## config.mk

```make
export PLATFORM = sky130hd
export DESIGN_NAME = fnd_decoder
export DESIGN_NICKNAME = d
export VERILOG_FILES = /design/src/rtl/fnd_decoder.sv
export SDC_FILE = /design/constraint.sdc
export NUM_CORES = 1
export LEC_CHECK = 0
export BUFFER_PORTS_ARGS = -buffer_cell sky130_fd_sc_hd__buf_2
export CORE_AREA = 2 2 39 41
export DETAILED_ROUTE_END_ITERATION = 16
export DIE_AREA = 0 0 41 43
export PLACE_DENSITY = 0.65
export SYNTH_ARGS = -nofsm -noshare
export SYNTH_HDL_FRONTEND = slang
export SYNTH_SLANG_ARGS = --single-unit
```

## constraint.sdc

```tcl
create_clock -name clk -period 2.2 [get_ports clk]
set_clock_uncertainty 0.15 [all_clocks]
set_input_delay 0.33 -clock clk [delete_from_list [all_inputs] [get_ports clk]]
set_output_delay 0.33 -clock clk [all_outputs]
set_load 0.01 [all_outputs]
```

## src/rtl/fnd_decoder.sv

```systemverilog
// Registered hex/BCD to 7-segment decoder for one common-cathode FND digit.
// Segment pattern is {a,b,c,d,e,f,g}; each led* output is driven by its own flop.
module fnd_decoder #(
    parameter bit HEX_EN     = 1'b1,
    parameter bit ACTIVE_LOW = 1'b0
) (
    input  logic       clk,
    input  logic       rst,
    input  logic [3:0] bcd,
    output logic       leda,
    output logic       ledb,
    output logic       ledc,
    output logic       ledd,
    output logic       lede,
    output logic       ledf,
    output logic       ledg
);

    localparam int unsigned SEG_W = 7;

    // Dark level at the pins, so reset and blanking agree with the polarity.
    localparam logic [SEG_W-1:0] SEG_DARK = ACTIVE_LOW ? {SEG_W{1'b1}} : {SEG_W{1'b0}};

    logic [SEG_W-1:0] seg_lit_c;
    logic [SEG_W-1:0] seg_pin_c;
    logic [SEG_W-1:0] seg_q;

    // Lit-segment pattern, 1 = lit, bit 6 = a ... bit 0 = g.
    always_comb begin
        seg_lit_c = '0;
        unique case (bcd)
            4'h0: seg_lit_c = 7'b111_1110;
            4'h1: seg_lit_c = 7'b011_0000;
            4'h2: seg_lit_c = 7'b110_1101;
            4'h3: seg_lit_c = 7'b111_1001;
            4'h4: seg_lit_c = 7'b011_0011;
            4'h5: seg_lit_c = 7'b101_1011;
            4'h6: seg_lit_c = 7'b101_1111;
            4'h7: seg_lit_c = 7'b111_0000;
            4'h8: seg_lit_c = 7'b111_1111;
            4'h9: seg_lit_c = 7'b111_1011;
            4'ha: seg_lit_c = HEX_EN ? 7'b111_0111 : 7'b000_0000;
            4'hb: seg_lit_c = HEX_EN ? 7'b001_1111 : 7'b000_0000;
            4'hc: seg_lit_c = HEX_EN ? 7'b100_1110 : 7'b000_0000;
            4'hd: seg_lit_c = HEX_EN ? 7'b011_1101 : 7'b000_0000;
            4'he: seg_lit_c = HEX_EN ? 7'b100_1111 : 7'b000_0000;
            4'hf: seg_lit_c = HEX_EN ? 7'b100_0111 : 7'b000_0000;
            default: seg_lit_c = '0;
        endcase
    end

    assign seg_pin_c = ACTIVE_LOW ? ~seg_lit_c : seg_lit_c;

    // Output register holds pin levels; reset wins over decode.
    always_ff @(posedge clk) begin
        if (rst) begin
            seg_q <= SEG_DARK;
        end else begin
            seg_q <= seg_pin_c;
        end
    end

    assign {leda, ledb, ledc, ledd, lede, ledf, ledg} = seg_q;

endmodule

```

### Word level (Yosys, flattened, before mapping)

Memory sizes are Yosys's and may differ from the RTL's. A register that Yosys moved wholly into a read port is not among the register bits.
Index checks and enable logic that the tools add are counted.

* register bits: 0
* ROM bits: 112
* bits of input ports: 6
* output and inout port bits: 7
* logic and storage cells: 1
* memories: 1

Memory list
* (no name shown): depth 16, bits a word 7, read ports 1, clocked after Yosys merged registers in 1, write ports 0, RTL line 31 `unique case (bcd)`

### Logic depth before layout (Yosys ltp)

Gate-level depths: netlist (run 1).

* depth after elaboration: 0
* mapped depth: 5
* mapped depth without buffers: 5

### Least setup slack after synthesis (run 1)

No wires, ideal clock.

* kind: input to register
* from: input port bcd[0]
* to: register seg_q[5]
* library setup time: 0.079 ns
* arrival: 1.162 ns
* required time: 1.971 ns
* slack: 0.809 ns
* stages on the path: 4
* path buffers: 0
* cell sequence: inv_1 -> ha_1 -> mux2_1 -> a211oi_2

RTL lines
* start: declaration: RTL line 9 `input logic [3:0] bcd,`
* end: declaration: RTL line 26 `logic [SEG_W-1:0] seg_q;`

==> qor.yml, run 1 <==
grt_pass1_vias: 311
cts_resized: 0
grt_first_pass_wirelength_mm: 1.331
ys_types: 20
critPathBufInv: 2
final-hold-violation-count: 0
holdPathEnd: "seg_q[5]"
cts_tree: "yes"
status: "complete, no violations"
slowest_stage: "ha_1"
setup_violations: 0
power_w: 0.0003136
regMostFlops: "seg_q"
maxCapViolCount: 0
power.leakage_nw: 0.2532
ant_nets: 0
design.core.area_um2: 1384
rows: 14
cts-hold-fix-buffers: 0
period_share_pct: 61.15
drc: 0
rsz0062_at_grt: "no"
grt_usage_pct: 11.52
drv_slew: 0
largest_reg_flops: 7
synthAdderAreaFrac_pct: 20.77
ir_worst_vdd_uv: 130.6
dp.cells: 71
synth_area_leader_cell: "dfxtp_1"
finalSetupTns_ps: 0
cts_buffer_depth: 2
die_area_um2: 1763
syn_nets: 58
biggestRegsByFlops: "seg_q: 7 flops"
synth_xor_area_share_pct: 0
path_cells: "buf_2 -> inv_1 -> ha_1 -> mux2_1 -> a211oi_2"
layout_min_cycle_time_ps: 1345
syn2layout_area_growth_pct: 21.66
routedWlPerCell_um: 9.507
avgSynthCellArea_um2: 9.370
final_common_cell: "buf_2"
io_pins: 13
timing.slew.headroom_pct: 84.71
synthMuxAreaShare_pct: 2.671
grt.overflow.total: 0
numCtsBuffers: 3
holdCritPathClass: "in -> reg"
portBuffers: 12
h-tree-depth: 1
ys_seq_area_share_pct: 33.23
worstSetupPathType: "in -> reg"
antennaDiodeCount: 0
p_per_area_nw_per_um2: 611.3
place_congestion: 0.7980
initial_core_util_pct: 30.47
syn_inst: 45
final_cell_mix: "12 x buf_2, 7 x ha_1, 7 x dfxtp_1"
synth_top_family_by_area: "adder cells"
clk_pin_slew_worst_paths_ps: 50
synth_top_area_share_pct: 33.23
cp_max_fo: 4
hold_start: "rst"
grt_max_degree: 16
die_w_um: 41
critPathLaunchType: "input pin"
post_cts_buffers: 0
cts_root_buffer: "clkbuf_4"
drt_wl_total_um: 713
ys_top_cells_by_area: "dfxtp_1 33%, ha_1 21%, a211o_1 4.2%"
fmax_mhz: 743.4
layout.cells.non_filler: 75
dr.pass1.iters: 4
viasPerCell: 4.787
worst_pin_slew_ps: 228.6
synth-main-ff-cell: "dfxtp_1"
synth-simple-area-share_pct: 18.10
ys_seq_elements: 7
async_flop_share_pct: 0
synth_compound_area_share_pct: 18.99
ys_warn_count: 0
clock_sinks: 7
whs_path_depth: 2
crit_family: "adder cells"
drt_iter0_drc: 9
vias: 359
end_kind: "flip-flop"
chipHeight_um: 43
antenna_found_initial: 0
worstPathRequired_ps: 2210
finalNetCount: 73
syn_area_um2: 421.7
drive_gt1_share_pct: 28.81
synth_edf_count: 0
slowest_delay_ps: 310
arrival_ps: 1360
==> synth_stat cells, types with 2 or more instances <==
master and number:
dfxtp_1 7, ha_1 7, nand2_1 4, inv_1 3, a211o_1 2, a211oi_1 2, a21oi_1 2, buf_4 2
nand2b_1 2, nor2_1 2, nor2b_1 2, nor3_1 2
==> per-stage QoR <==
| step | utilization, % | setup WS (ps) | instance area, um^2 | hold WS, ps |
|---|---|---|---|---|
| after floorplan | - | 809.0 | 421.7 | 244.6 |
| after CTS | 37.07 | 841.4 | 513.0 | 191.3 |
| final | 37.07 | 854.8 | 513.0 | 198.8 |
| after detailed placement | 35.17 | 583.2 | 486.7 | 451.2 |
| after global routing | 37.07 | 775.2 | 513.0 | 189.4 |
| after global placement | 35.17 | 632.0 | 486.7 | 442.0 |
==> worst max-delay path by stage <==
stage,startpoint,slack (ps),depth (start not counted),endpoint
after floorplan,bcd[0],810,4,seg_q[5]
after global placement,bcd[0],630,5,seg_q[5]
after detailed placement,bcd[0],580,5,seg_q[5]
after CTS,bcd[0],840,5,seg_q[5]
after global routing,bcd[1],780,5,seg_q[5]
final,bcd[0],850,5,seg_q[5]
==> power by group <==
group | internal, W | leakage, nW | switching [W] | total [W]
sequential | 0.000137 | 0.0587 | 0.00000185 | 0.000139
clock | 0.0000690 | 0.0150 | 0.0000447 | 0.000114
combinational | 0.0000263 | 0.179 | 0.0000345 | 0.0000608
total | 0.000233 | 0.253 | 0.0000811 | 0.000314
==> layer usage <==
metal	part of all wire, %	vias up	global-route usage [%]	routed length (um)
met4	0.84	0	10.00	6
met2	44	15	15.00	313
li1	-	185	-	-
met1	45	157	14.70	318
met3	10	2	3.141	74
met5	0	-	0	0
==> cells by family after synthesis <==
family,count (synthesis)
AOI/OAI and AO/OA,10
buffers and inverters,5
muxes,1
and+or+nand+nor,15
DFF,7
adders and majority gates,7
==> area by class of cell <==
| cell class | count | area [um^2] |
|---|---|---|
| multi-input cells | 33 | 255.2 |
| inverters | 3 | 11.26 |
| clock buffers | 4 | 26.28 |
| repair buffers | 12 | 60.06 |
| fillers | 150 | 870.8 |
| flip-flops and latches | 7 | 140.1 |
| well taps | 16 | 20.02 |
(Power assumes the default switching activity.)
==> run 2: changes to the inputs <==
==> constraint.sdc (replaced) <==
create_clock -name clk -period 1.29 [get_ports clk]
set_clock_uncertainty 0.15 [all_clocks]
set_input_delay 0.1935 -clock clk [delete_from_list [all_inputs] [get_ports clk]]
set_output_delay 0.1935 -clock clk [all_outputs]
set_load 0.01 [all_outputs]
==> run 2 against run 1 <==
Hold slack worse by 140 ps. Critical path type unchanged. Die area stayed put. Non-clock buffer count is 10 higher. Worst setup slack worse by 710 ps. Cell count is 13% higher.
==> qor.yml, run 2 (synthesis results as in run 1) <==
worstSetupPathType: "in -> reg"
place_congestion: 0.8103
p_per_area_nw_per_um2: 961.2
layout_min_cycle_time_ps: 1143
cts_root_buffer: "clkbuf_4"
post_dp_cell_area_um2: 561.8
portBuffers: 12
vias: 395
cp-startpoint: "bcd[1]"
die_w_um: 41
biggestRegsByFlops: "seg_q: 7 flops"
slowest_stage: "mux2_1"
cts_resized: 0
viasPerCell: 4.647
finalNetCount: 83
final_area_um2: 588.1
io_pins: 13
ir_worst_vdd_uv: 226.5
syn2layout_area_growth_pct: 39.47
holdCritPathClass: "in -> reg"
arrival_ps: 1170
cts-hold-fix-buffers: 0
clk_pin_slew_worst_paths_ps: 50
power_w: 0.0005652
fmax_mhz: 875.1
grt_pass1_vias: 330
setup_violations: 0
drt_wl_total_um: 843
drt_iter0_drc: 5
power.leakage_nw: 0.3015
timing.slew.headroom_pct: 83.96
critPathLaunchType: "input pin"
antenna_found_initial: 0
path_cells: "buf_2 -> inv_1 -> ha_1 -> mux2_1 -> a211oi_2"
routedWlPerCell_um: 9.918
cp.depth: 5
initial_core_util_pct: 30.47
worstPathRequired_ps: 1310
drc: 0
nFillCells: 153
design.core.area_um2: 1384
rsz0062_at_grt: "no"
regArea_um2: 140.1
h-tree-depth: 1
multi_input_area_um2: 255.2
grt_usage_pct: 11.94
place_ws_ps: -134.2
chipHeight_um: 43
rows: 14
critPathCapture: "seg_q[5]"
antennaDiodeCount: 0
end_kind: "flip-flop"
grt.overflow.total: 0
fin_ws_ps: 147.3
final-hold-violation-count: 0
drv_slew: 0
ant_nets: 0
die_area_um2: 1763
dr.pass1.iters: 3
drive_gt1_share_pct: 39.13
numCtsBuffers: 3
maxCapViolCount: 0
critPathBufInv: 2
final_cell_mix: "12 x buf_2, 10 x buf_4, 7 x ha_1, 7 x dfxtp_1, 4 x nand2_1"
post_cts_buffers: 0
period_share_pct: 88.58
grt_first_pass_wirelength_mm: 1.386
slowest_delay_ps: 290
cts_buffer_depth: 2
dp.cells: 81
worst_pin_slew_ps: 240.6
status: "complete, no violations"
clock_sinks: 7
layout.cells.non_filler: 85
place_hpwl_um: 673.9
crit_family: "multiplexers"
final_common_cell: "buf_2"
regMostFlops: "seg_q"
largest_reg_flops: 7
grt_max_degree: 15
cts_tree: "yes"
hold_start: "rst"
cp_max_fo: 4
-- run 2: worst min-delay path by stage --
stage                     endpoint  cells past startpoint  slack (ps)
after global routing      seg_q[5]                      2          40
after global placement    seg_q[5]                      2         310
after CTS                 seg_q[5]                      2          50
final                     seg_q[5]                      2          50
after detailed placement  seg_q[5]                      2         320
after floorplan           seg_q[5]                      1         110
-- run 2: final cells by class --
type	count	share of cell area, %
clock buffers	4	4.468
inverters	3	1.915
multi-input cells	33	43.40
flip-flops and latches	7	23.83
well taps	16	3.404
repair buffers	22	22.98
-- run 2: through the flow --
step                util [%]  TNS, ps  hold WS [ps]
finish                 42.50        0         54.20
detailed placement     40.60   -296.5         318.2
global placement       40.60   -206.4         306.3
floorplan                  -        0         108.1
CTS                    42.50        0         53.55
global route           42.50        0         43.80
-- run 2: power by group --
| part | switching, W | internal [W] |
|---|---|---|
| logic | 0.0000637 | 0.0000631 |
| clock network | 0.0000826 | 0.000118 |
| registers | 0.00000367 | 0.000234 |
| total | 0.000150 | 0.000415 |
-- run 2: per-layer routing --
metal	vias to the layer above	track usage [%]	part of all wire [%]
met5	-	0	0
met4	0	10.00	3.2
met3	5	3.141	7.4
met2	14	16.25	42
met1	168	14.74	47
li1	208	-	-
==> run 3: changes to the inputs <==
==> constraint.sdc (replaced) <==
create_clock -name clk -period 1.1 [get_ports clk]
set_clock_uncertainty 0.15 [all_clocks]
set_input_delay 0.165 -clock clk [delete_from_list [all_inputs] [get_ports clk]]
set_output_delay 0.165 -clock clk [all_outputs]
set_load 0.01 [all_outputs]
==> run 3 against run 2 <==
Design area grew 1.9%. Total power rose by 16%. Utilization up 0.81 points. Via count fell by 5.1%. Critical endpoint unchanged. Largest cell class unchanged. Highest routed layer is now met3.
==> qor.yml, run 3 (synthesis results as in run 1) <==
grt_pass1_vias: 338
nFillCells: 141
setup_violations: 0
timing.slew.headroom_pct: 84.71
regArea_um2: 140.1
routedWlPerCell_um: 9.398
grt_usage_pct: 11.32
cts_resized: 0
maxCapViolCount: 0
layout_min_cycle_time_ps: 1033
vias: 375
path_cells: "buf_2 -> inv_4 -> ha_4 -> mux2_4 -> a211oi_2"
dr.pass1.iters: 2
numCtsBuffers: 3
drt_wl_total_um: 780
fmax_mhz: 968.0
grt.overflow.total: 0
dp.cells: 79
arrival_ps: 1050
power.leakage_nw: 0.2943
critPathLaunchType: "input pin"
finalNetCount: 81
largest_reg_flops: 7
grt_first_pass_wirelength_mm: 1.338
hold_start: "rst"
antenna_found_initial: 0
antennaDiodeCount: 0
rsz0062_at_grt: "no"
worstSetupPathType: "in -> reg"
initial_core_util_pct: 30.47
final_cell_mix: "11 x buf_2, 9 x buf_4, 7 x dfxtp_1"
p_per_area_nw_per_um2: 1098
chipHeight_um: 43
die_area_um2: 1763
biggestRegsByFlops: "seg_q: 7 flops"
die_w_um: 41
layout.cells.non_filler: 83
cts_tree: "yes"
post_cts_buffers: 0
ant_nets: 0
worstPathRequired_ps: 1120
clock_sinks: 7
whs_path_depth: 2
place_ws_ps: -187.0
holdCritPathClass: "in -> reg"
place_hpwl_um: 635.6
h-tree-depth: 1
holdPathEnd: "seg_q[5]"
status: "complete, no violations"
end_kind: "flip-flop"
cts_buffer_depth: 2
io_pins: 13
final_common_cell: "buf_2"
cts_root_buffer: "clkbuf_4"
rows: 14
drv_slew: 0
design.core.area_um2: 1384
power_w: 0.0006579
place_congestion: 0.7663
slowest_delay_ps: 270
cp_max_fo: 4
portBuffers: 12
ir_worst_vdd_uv: 303.3
multi_input_area_um2: 274.0
drc: 0
slowest_stage: "mux2_4"
period_share_pct: 93.91
drt_iter0_drc: 5
viasPerCell: 4.518
clk_pin_slew_worst_paths_ps: 50
grt_max_degree: 15
drive_gt1_share_pct: 44.78
cts-hold-fix-buffers: 0
worst_pin_slew_ps: 229.4
regMostFlops: "seg_q"
fin_ws_ps: 66.95
final-hold-violation-count: 0
syn2layout_area_growth_pct: 42.14
-- run 3: critical path: cells and delay by family --
family	cells	cell delay [ps]
adders and majority gates	1	230
buffers and inverters	2	170
muxes	1	270
AOI/OAI and AO/OA	1	210
-- run 3: power breakdown --
group	internal [W]	leakage, nW	switching [W]	total, W
sequential	0.000275	0.0587	0.00000334	0.000278
combinational	0.0000784	0.221	0.0000787	0.000157
clock	0.000138	0.0150	0.0000851	0.000223
-- run 3: layer usage --
layer  track usage (%)  vias up  part of all wire [%]
met2             16.25        9                    50
met3             2.094        0                   4.1
met4             9.333        0                     0
met1             13.74      166                    46
li1                  -      200                     -
met5                 0        -                     0
-- run 3: per-stage QoR --
stage                     TNS [ps]  instance area, um^2  util [%]  hold slack [ps]
final                            0                599.3     43.31            37.68
after global routing             0                599.3     43.31            35.50
after CTS                        0                594.3     42.95            28.72
after detailed placement     -1017                568.0     41.05            287.8
after global placement      -972.2                568.0     41.05            281.4
after floorplan                  0                442.9         -            79.65
-- run 3: area by class of cell --
type                    count  share of cell area, %
well taps                  16                  3.340
multi-input cells          33                  45.72
inverters                   3                  2.714
repair buffers             20                  20.46
flip-flops and latches      7                  23.38
clock buffers               4                  4.384
-- run 3: how the worst max path moves through the flow --
stage                 from        to  slack [ps]  depth (start not counted)
finish              bcd[1]  seg_q[5]          70                          5
global route        bcd[1]  seg_q[3]           6                          6
floorplan           bcd[1]  seg_q[5]           8                          4
detailed placement  bcd[1]  seg_q[3]        -190                          6
global placement    bcd[0]  seg_q[5]        -180                          5
CTS                 bcd[1]  seg_q[3]          70                          6
